==> src/rtl/div.sv <==
// Multi-cycle radix-2 restoring divider (DIV/DIVU) for the execute stage.
// Produces {remainder, quotient}. A normal divide takes DATA_W+1 cycles.
// A divide by zero takes 1 cycle and returns 0.
module div #(
    parameter int DATA_W = 32
) (
    input  logic                clk,
    input  logic                rst,
    input  logic                signed_div_i,
    input  logic [DATA_W-1:0]   opdata1_i,
    input  logic [DATA_W-1:0]   opdata2_i,
    input  logic                start_i,
    input  logic                annul_i,
    output logic                ready_o,
    output logic [2*DATA_W-1:0] result_o
);
    localparam int               CNT_W = $clog2(DATA_W + 1);
    localparam logic [CNT_W-1:0] LAST  = CNT_W'(DATA_W);

    typedef enum logic [1:0] {FREE, BYZERO, ON, END} state_t;
    state_t state, state_n;

    logic [CNT_W-1:0]  cnt;
    logic [DATA_W-1:0] dvd;   // dividend bits shift out of the MSB; quotient bits shift into the LSB
    logic [DATA_W-1:0] dsr;   // divisor magnitude
    logic [DATA_W-1:0] rem;   // partial remainder; it is always below the divisor, so DATA_W bits suffice
    logic              neg1;  // dividend was negative (signed mode only)
    logic              neg2;  // divisor was negative (signed mode only)

    logic              op1_neg, op2_neg, accept, div_zero;
    logic [DATA_W:0]   shifted, diff;
    logic              q_bit;
    logic [DATA_W-1:0] rem_n, quo_fix, rem_fix;

    // Operand preparation, one restoring step, and the final sign fix-up.
    always_comb begin
        op1_neg  = signed_div_i & opdata1_i[DATA_W-1];
        op2_neg  = signed_div_i & opdata2_i[DATA_W-1];
        accept   = start_i & ~annul_i;
        div_zero = (opdata2_i == '0);
        shifted  = {rem, dvd[DATA_W-1]};
        // The shifted value is below 2*divisor, so a DATA_W+1 bit difference has the correct sign in its MSB.
        diff     = shifted - {1'b0, dsr};
        q_bit    = ~diff[DATA_W];
        rem_n    = q_bit ? diff[DATA_W-1:0] : shifted[DATA_W-1:0];
        quo_fix  = (neg1 ^ neg2) ? -dvd : dvd;
        rem_fix  = neg1 ? -rem : rem;
    end

    // State register.
    always_ff @(posedge clk or posedge rst) begin
        if (rst) state <= FREE;
        else     state <= state_n;
    end

    // Next-state logic. An annul takes priority over completion.
    always_comb begin
        state_n = state;
        case (state)
            FREE:    if (accept) state_n = div_zero ? BYZERO : ON;
            BYZERO:  state_n = END;
            ON:      if (annul_i) state_n = FREE;
                     else if (cnt == LAST) state_n = END;
            END:     if (!start_i) state_n = FREE;
            default: state_n = FREE;
        endcase
    end

    // Datapath: operand latch, iteration, and registered result/ready.
    always_ff @(posedge clk or posedge rst) begin
        if (rst) begin
            cnt      <= '0;
            dvd      <= '0;
            dsr      <= '0;
            rem      <= '0;
            neg1     <= 1'b0;
            neg2     <= 1'b0;
            ready_o  <= 1'b0;
            result_o <= '0;
        end else begin
            case (state)
                FREE: begin
                    if (accept && !div_zero) begin
                        neg1 <= op1_neg;
                        neg2 <= op2_neg;
                        dvd  <= op1_neg ? -opdata1_i : opdata1_i;
                        dsr  <= op2_neg ? -opdata2_i : opdata2_i;
                        rem  <= '0;
                        cnt  <= '0;
                    end
                end
                BYZERO: begin
                    ready_o  <= 1'b1;
                    result_o <= '0;
                end
                ON: begin
                    if (annul_i) begin
                        ready_o <= 1'b0;
                    end else if (cnt == LAST) begin
                        ready_o  <= 1'b1;
                        result_o <= {rem_fix, quo_fix};
                    end else begin
                        rem <= rem_n;
                        dvd <= {dvd[DATA_W-2:0], q_bit};
                        cnt <= cnt + 1'b1;
                    end
                end
                END: begin
                    if (!start_i) begin
                        ready_o  <= 1'b0;
                        result_o <= '0;
                    end
                end
                default: ;
            endcase
        end
    end
endmodule

==> config.mk <==
export PLATFORM = sky130hd
export DESIGN_NAME = div
export DESIGN_NICKNAME = d
export VERILOG_FILES = /design/src/rtl/div.sv
export SDC_FILE = /design/constraint.sdc
export NUM_CORES = 1
export LEC_CHECK = 0
export ABC_AREA = 1
export BUFFER_PORTS_ARGS = -buffer_cell sky130_fd_sc_hd__buf_2
export CORE_ASPECT_RATIO = 0.9
export CORE_MARGIN = 2
export CORE_UTILIZATION = 40
export DETAILED_ROUTE_END_ITERATION = 10
export HOLD_SLACK_MARGIN = 0.08
export SLEW_MARGIN = 20
export SYNTH_ARGS = -nofsm -noshare
export SYNTH_HDL_FRONTEND = slang
export SYNTH_SLANG_ARGS = --single-unit
==> constraint.sdc <==
create_clock -name clk -period 10.8 [get_ports clk]
set_clock_uncertainty 0.15 [all_clocks]
set_input_delay 1.08 -clock clk [delete_from_list [all_inputs] [get_ports clk]]
set_output_delay 1.08 -clock clk [all_outputs]
set_load 0.1 [all_outputs]
After elaboration in Yosys (flattened, before gate mapping):

Cells that the tools add are included.

* register bits after elaboration: 171
* bits of input ports: 69
* output and inout bits: 65
* word-level logic and storage cells: 74

* $add $sub $neg: 6
* equality and inequality tests: 11
* muxes and demuxes: 31
* bitwise logic cells: 6
* reductions and logical operators: 11

Operators with widths (count)
* $mux W32: 11
* $mux W64: 3
* $pmux W64 S3: 1
* $neg A32 Y32: 4
* $pmux W32 S2: 2
* $sub A33 B32 Y33: 1
* $logic_not A32 Y1: 1
* $mux W6: 3
* $ne A2 B2 Y1 const B: 6
* $pmux W6 S2: 1
* $mux W2: 5
* $pmux W2 S4: 1
* $reduce_and A4 Y1: 2
* $add A6 B1 Y6 const B: 1
* $eq A6 B6 Y1 const B: 1
* $reduce_and A3 Y1: 2
* $eq A2 B2 Y1 const B: 2
* $and A1 B1 Y1: 3
* $mux W1: 3
* $ne A3 B3 Y1 const B: 1
* $pmux W1 S3: 1
* $reduce_bool A3 Y1: 1
* $eq A2 B1 Y1 const B: 1
* $logic_not A2 Y1: 1
* other kinds (6): 7

Logic depth before layout (Yosys ltp):

Gate-level depths: netlist of run 1.

* depth in word-level cells: 5
* depth in mapped cells: 18
* gate-level depth less buffers: 18

Worst setup path after synthesis of run 1:

Ideal clock, no wire load.

* path kind: input-to-reg
* start point: in opdata2_i[1]
* end point: reg dsr[29]
* data arrival time: 2.418 ns
* data required time: 10.529 ns
* slack: 8.111 ns
* cell stages on the path: 13
* cell sequence: inv_1 > ha_1 > inv_1 > nor3_2 > nand3_2 > nor2_4 > nand3_4 > nand3_4 > buf_6 > inv_2 > buf_2 > nand3_1 > o21ai_1

* cells in the longest elaborated chain, start to end: 4
* elaborated cells between the ends (all ways): 6
* classes of those cells: add/sub: 1; mux: 1; reduce/logical: 4

Ends and longest elaborated chain
* start, declared: RTL line 11 `input logic [DATA_W-1:0] opdata2_i,`
* branches (longest 4 deep; another with $neg A32 Y32)
* end signal, assigned: RTL line 87 `dsr <= op2_neg ? -opdata2_i : opdata2_i;`
* end, declared: RTL line 25 `logic [DATA_W-1:0] dsr;`

Parallel ways; which one is timed is not known.
A chain may end at the register's enable or synchronous reset.

Final worst setup path of run 1:

* start point: in opdata2_i[1]
* end point: reg dvd[30]

* cells in the longest elaborated chain, start to end: 5

Ends and longest elaborated chain
* $logic_not A32 Y1: RTL line 40 `div_zero = (opdata2_i == '0);`
* $logic_not A1 Y1: RTL line 83 `if (accept && !div_zero) begin`
* $logic_and A1 B1 Y1: RTL line 83
* $ne A2 B2 Y1 (no line)
* $reduce_and A4 Y1 (no line)
* end signal, assigned: RTL line 86 `dvd <= op1_neg ? -opdata1_i : opdata1_i;`
* end signal, assigned: RTL line 104 `dvd <= {dvd[DATA_W-2:0], q_bit};`
* end, declared: RTL line 24 `logic [DATA_W-1:0] dvd;`

No other way between the ends.

==> results of run 1 <==
## cells in the final DEF, fill, tap and decap left out, types with 3 or more instances in the layout
master     Yosys  final
o21ai_0      132    132
buf_4          4      5
clkinv_4       0      4
ha_1          38     38
a21oi_1       58     58
nand2_1      674    674
nor2_4         3      3
a32o_1         3      3
o22ai_1        4      4
nor4_1         6      6
nor2_2         8      9
inv_6          0      5
nand4_1       17     17
xnor2_1       22     22
clkbuf_16      0     17
o21ai_1       28     28
o211ai_1       7      7
nor2_1       192    191
inv_1        266    265
nor3_2         3      3
dfrtp_1      171    171
nand3_1      210    210
o21bai_1       9      9
a31oi_1        6      6
buf_2         15    133
inv_8          0      3
clkinv_8       0      3
a21o_1         3      3
clkinv_1       3      3
nor3_1        21     21
or2_2          3      3
xor2_1        42     42
inv_2          5      5
o31ai_1        5      5
nand2_2        6      6
## Yosys cell counts (7+ instances only)
cell and count:
a21oi_1 58, buf_2 15, buf_6 12, clkbuf_1 24, dfrtp_1 171, ha_1 38, inv_1 266, nand2_1 674
nand3_1 210, nand4_1 17, nor2_1 192, nor2_2 8, nor3_1 21, o211ai_1 7, o21ai_0 132, o21ai_1 28
o21bai_1 9, xnor2_1 22, xor2_1 42
## worst max-delay path, delay by kind of cell
family	cells	cell delay, ns
buf+inv	4	1.00
simple gates	8	1.65
compound gates	1	0.09
fa+ha+maj	1	0.18
## sequential cells by signal, indices dropped and copies added (netlist names)
signal    cells
dsr          32
ready_o       1
dvd          32
result_o     64
neg2          1
cnt           6
rem          32
neg1          1
state         2
## final timing paths
check,end,slack (ns),cells past startpoint
setup / recovery,dvd[30],6.96,14
hold / removal,result_o[40],0.33,2
setup reg to reg,rem[17],7.52,17
hold reg to reg,result_o[40],0.33,2
max in group asynchronous,dsr[25],8.28,3
min in group asynchronous,result_o[13],0.66,2
## kinds of logic after synthesis
kind of cell    Yosys count  synth area share
simple gates           1156             0.374
buf+inv                 334             0.106
compound gates          263             0.110
flops                   171             0.328
xor+xnor                 65            0.0442
fa+ha+maj                39            0.0380
## stage by stage
step           setup WS (ns)  area [um2]   util  std cells
2_1_floorplan           4.94       13000      -       2028
3_3_place_gp            6.53       13900  0.435       2522
3_5_place_dp            6.47       13900  0.435       2522
4_1_cts                 6.95       14500  0.453       2554
5_1_grt                 6.64       14500  0.453       2554
6_report                6.96       14500  0.453       2554
## power by group
group / internal [mW] / switching (mW)
registers: 0.909 / 0.265
logic: 0.928 / 2.53
clock network: 0.309 / 0.299
## layout make-up
type	count	area (um2)	share of cell area
Clock buffer	18	429	0.0296
Timing Repair Buffer	138	703	0.0485
Sequential cell	171	4280	0.295
Multi-Input combinational cell	1523	7390	0.509
Inverter	274	1030	0.0712
Clock inverter	14	153	0.0105
Tap cell	416	520	0.0359
## metal layers
| metal | global-route usage | vias up | wire [um] |
|---|---|---|---|
| met5 | 0 | - | 0 |
| met4 | 0.0542 | 0 | 419 |
| met3 | 0.0267 | 21 | 2120 |
| met2 | 0.307 | 341 | 15000 |
| met1 | 0.409 | 5784 | 22400 |
| li1 | - | 6666 | - |
==> impl_metrics.env, run 1 <==
export IMPL_required_ns=10.99
export IMPL_syn_avg_cell_area_um2=6.43
export IMPL_drive_gt1_frac=0.0992
export IMPL_min_delay_start="result_o[40]"
export IMPL_synth_ff_type="dfrtp_1"
export IMPL_ys_types=52
export IMPL_ant_nets=0
export IMPL_finalCriticalPeriod_ns=3.84
export IMPL_synth_nets=2136
export IMPL_area_delta_synth_final_pct=11.2
export IMPL_tightestPinTransition_ns=1.10
export IMPL_yosysTopAreaCell="dfrtp_1"
export IMPL_cp_start_kind="input port"
export IMPL_cts_buffers=17
export IMPL_clk_insertion_delay_late_ns=0.46
export IMPL_async_flop_share=1.00
export IMPL_port_buffers=133
export IMPL_maxCapViolations=0
export IMPL_die_h_um=175
export IMPL_synth_area_mm2=0.0130
export IMPL_ys_seq_area_frac=0.328
export IMPL_slew_violations=0
export IMPL_cp_arrival_ns=4.03
export IMPL_ys_ff_latch=171
export IMPL_holdBufCountCts=0
export IMPL_min_path_type="reg2reg"
export IMPL_power_density_mw_per_mm2=361
export IMPL_grt_max_degree=98
export IMPL_wl_mm=40.0
export IMPL_grt_first_pass_wirelength_mm=63.8
export IMPL_cpPeakStageDelay_ns=0.74
export IMPL_r2r_start="dvd[31]"
export IMPL_end_kind="flip-flop"
export IMPL_post_cts_setup_buffers=0
export IMPL_clk_pin_slew_ns=0.08
export IMPL_synthCells=2028
export IMPL_clockBufferDepth=2
export IMPL_die_x_um=194
export IMPL_violations="DRC"
export IMPL_grt_pass1_vias=11400
export IMPL_hold_slack_ns=0.333
export IMPL_cp_startpoint="opdata2_i[1]"
export IMPL_synth_edff_count=0
export IMPL_first_iter_violations=1092
export IMPL_antenna_found_initial=0
export IMPL_timing_final_crit_share=0.356
export IMPL_worst_ir_drop_vdd_mv=0.174
export IMPL_io_pins=134
export IMPL_core_mm2=0.0320
export IMPL_vias_per_cell=5.02
export IMPL_drt_pass1_iter_count=9
export IMPL_crit_type="in2reg"
export IMPL_crit_fanout=59
export IMPL_synth_area_leaders="dfrtp_1 (33%), nand2_1 (19%), nand3_1 (8.1%)"
export IMPL_fin_nets=2233
export IMPL_fillers=3440
export IMPL_track_usage=0.239
export IMPL_fin_tns_setup_ns=0
export IMPL_fmax_mhz=260
export IMPL_antenna_cells=0
export IMPL_gp_congestion=0.948
export IMPL_htreeDepth=4
export IMPL_cts_sinks=171
export IMPL_yosys_warnings=0
export IMPL_root_buffer="clkbuf_16"
export IMPL_power_mw=5.24
export IMPL_tritoncts="built"
export IMPL_status="complete, but fails checks"
export IMPL_routedWlPerCell_um=15.7
export IMPL_hold_viol=0
export IMPL_vias=12800
export IMPL_dp_hpwl_mm=31.6
export IMPL_setup_viol_count_final=0
export IMPL_drc=9
export IMPL_start_util=0.407
export IMPL_cts_resized=0
export IMPL_cp_slowest_cell="inv_2"
export IMPL_critical_path_cell_chain="buf_2 > inv_1 > ha_1 > inv_1 > nor3_2 > nand3_2 > nor2_4 > nand3_4 > nand3_4 > nand2_4 > inv_2 > a21oi_1 > nand2_1 > nand2_1"
export IMPL_grt_ovfl_total=0
export IMPL_rsz0062_at_grt="false"
export IMPL_p_leak_nw=7.72
export IMPL_synth_top_area_frac=0.328
export IMPL_rows=62
export IMPL_die_area_mm2=0.0341
export IMPL_max_slew_margin=0.265
No activity file was read; power rests on OpenSTA's default activity.
==> run 2, diff against run 1 <==
==> constraint.sdc (replaced) <==
create_clock -name clk -period 3.9 [get_ports clk]
set_clock_uncertainty 0.15 [all_clocks]
set_input_delay 0.39 -clock clk [delete_from_list [all_inputs] [get_ports clk]]
set_output_delay 0.39 -clock clk [all_outputs]
set_load 0.1 [all_outputs]
==> impl_metrics.env, run 2 (synthesized netlist as in run 1, its figures left out) <==
export IMPL_cp_arrival_ns=3.05
export IMPL_slew_violations=0
export IMPL_start_util=0.407
export IMPL_required_ns=4.07
export IMPL_cts_resized=0
export IMPL_cts_buffers=17
export IMPL_r2r_end="rem[18]"
export IMPL_gp_congestion=0.942
export IMPL_hold_viol=0
export IMPL_die_x_um=194
export IMPL_setup_viol_count_final=0
export IMPL_ant_nets=0
export IMPL_dp_hpwl_mm=32.1
export IMPL_drt_pass1_iter_count=8
export IMPL_maxCapViolations=0
export IMPL_timing_final_crit_share=0.736
export IMPL_final_common_cell="nand2_1"
export IMPL_hold_end="dsr[31]"
export IMPL_clk_insertion_delay_late_ns=0.45
export IMPL_final_seq_area_mm2=0.00428
export IMPL_end_kind="flip-flop"
export IMPL_min_path_type="in2reg"
export IMPL_vias=12900
export IMPL_fillers=3432
export IMPL_routed_wl_met2_mm=15.0
export IMPL_rows=62
export IMPL_area_delta_synth_final_pct=11.9
export IMPL_routedWlPerCell_um=15.9
export IMPL_cts_sinks=171
export IMPL_status="complete, but fails checks"
export IMPL_grt_first_pass_wirelength_mm=65.7
export IMPL_rsz0062_at_grt="false"
export IMPL_place_ws_ns=0.968
export IMPL_fin_tns_setup_ns=0
export IMPL_fmax_mhz=348
export IMPL_root_buffer="clkbuf_16"
export IMPL_finalCriticalPeriod_ns=2.87
export IMPL_clk_pin_slew_ns=0.08
export IMPL_crit_type="reg2reg"
export IMPL_regMostFlops="result_o"
export IMPL_final_cell_mix="nand2_1 (674), inv_1 (265), nand3_1 (210)"
export IMPL_wl_mm=40.7
export IMPL_highest_layer="met5"
export IMPL_holdPathStages=3
export IMPL_die_h_um=175
export IMPL_grt_pass1_vias=11600
export IMPL_crit_fanout=32
export IMPL_grt_ovfl_total=0
export IMPL_drc=12
export IMPL_finalWorstSetupSlack_ns=1.03
export IMPL_largest_reg_flops=64
export IMPL_cp_start_kind="flip-flop"
export IMPL_r2r_slack_ns=1.03
export IMPL_violations="DRC"
export IMPL_core_mm2=0.0320
export IMPL_wl_met3_mm=2.78
export IMPL_p_leak_nw=7.75
export IMPL_track_usage=0.242
export IMPL_tightestPinTransition_ns=0.888
export IMPL_drive_gt1_frac=0.102
export IMPL_fin_nets=2242
export IMPL_first_iter_violations=1118
export IMPL_tritoncts="built"
export IMPL_die_area_mm2=0.0341
export IMPL_reg2regPathDepth=17
export IMPL_htreeDepth=4
export IMPL_r2r_start="dvd[31]"
export IMPL_vias_per_cell=5.05
export IMPL_port_buffers=133
export IMPL_post_cts_setup_buffers=0
export IMPL_grt_max_degree=87
export IMPL_worst_ir_drop_vdd_mv=0.448
export IMPL_io_pins=134
export IMPL_multi_input_area_mm2=0.00739
export IMPL_max_slew_margin=0.407
export IMPL_wirelength_met1_mm=22.5
export IMPL_min_delay_start="opdata2_i[31]"
export IMPL_clockBufferDepth=2
export IMPL_antenna_cells=0
export IMPL_antenna_found_initial=1
export IMPL_power_density_mw_per_mm2=1010
-- run 2: cell types whose count changed in the layout (fill, tap and decap cells not counted), sizes merged --
cell / before / now
clkinv: 10 / 6
clkinvlp: 0 / 4
bufinv: 0 / 1
buf: 138 / 146
dlygate4sd3: 0 / 1
inv: 278 / 277
-- run 2: timing repair --
action / in CTS / in global routing
hold endpoints to repair: 31 / 0
endpoints found under the setup margin: 0 / 0
hold buffers: 1 / 0
-- run 2: cell type report --
class | instances | share of cell area
multi-input cells | 1523 | 0.506
flip-flops and latches | 171 | 0.293
inverters | 274 | 0.0707
repair buffers | 147 | 0.0538
well taps | 416 | 0.0357
clock buffers | 18 | 0.0294
clock inverters | 14 | 0.0107
-- run 2: critical path, cell delays in order (launching register included) --
cell and delay [ns]:
dfrtp_1 0.36, inv_1 0.08, ha_1 0.23, fa_1 0.40
inv_1 0.07, nand2_1 0.04, nand2_1 0.07, nand3_1 0.07
nand2_1 0.13, nand2_1 0.08, nand2_2 0.09, nand2_2 0.06
nand2_1 0.08, nand2_1 0.06, nand2_2 0.45, nand3_1 0.17
nand3_1 0.12, nand2_1 0.05
-- run 2: through the flow --
step                      cell area (um2)  total power, mW  hold WS [ns]   util  instances
after global placement              14000             12.8         0.310  0.437       2530
final                               14600             14.7         0.101  0.455       2563
after floorplan                     13000             10.6         0.303      -       2028
after global routing                14600             16.0         0.128  0.455       2563
after CTS                           14600             14.6        0.0968  0.455       2563
after detailed placement            14000             12.8         0.311  0.437       2530
-- run 2: worst max-delay path by stage --
stage,from,to
final,dvd[31],rem[18]
after global routing,dvd[31],rem[21]
after CTS,dvd[31],rem[18]
after detailed placement,opdata2_i[0],dsr[1]
after global placement,opdata2_i[0],dsr[1]
after floorplan,rst,cnt[0]
-- run 2: power breakdown --
part / internal, mW / total, mW / switching (mW)
sequential: 2.52 / 3.27 / 0.752
clock: 0.909 / 1.75 / 0.840
combinational: 2.60 / 9.71 / 7.11
-- run 2: layer usage --
| layer | GRT usage | vias up |
|---|---|---|
| li1 | - | 6655 |
| met1 | 0.414 | 5866 |
| met2 | 0.307 | 382 |
| met3 | 0.0405 | 27 |
| met4 | 0.0429 | 2 |
| met5 | 0 | - |
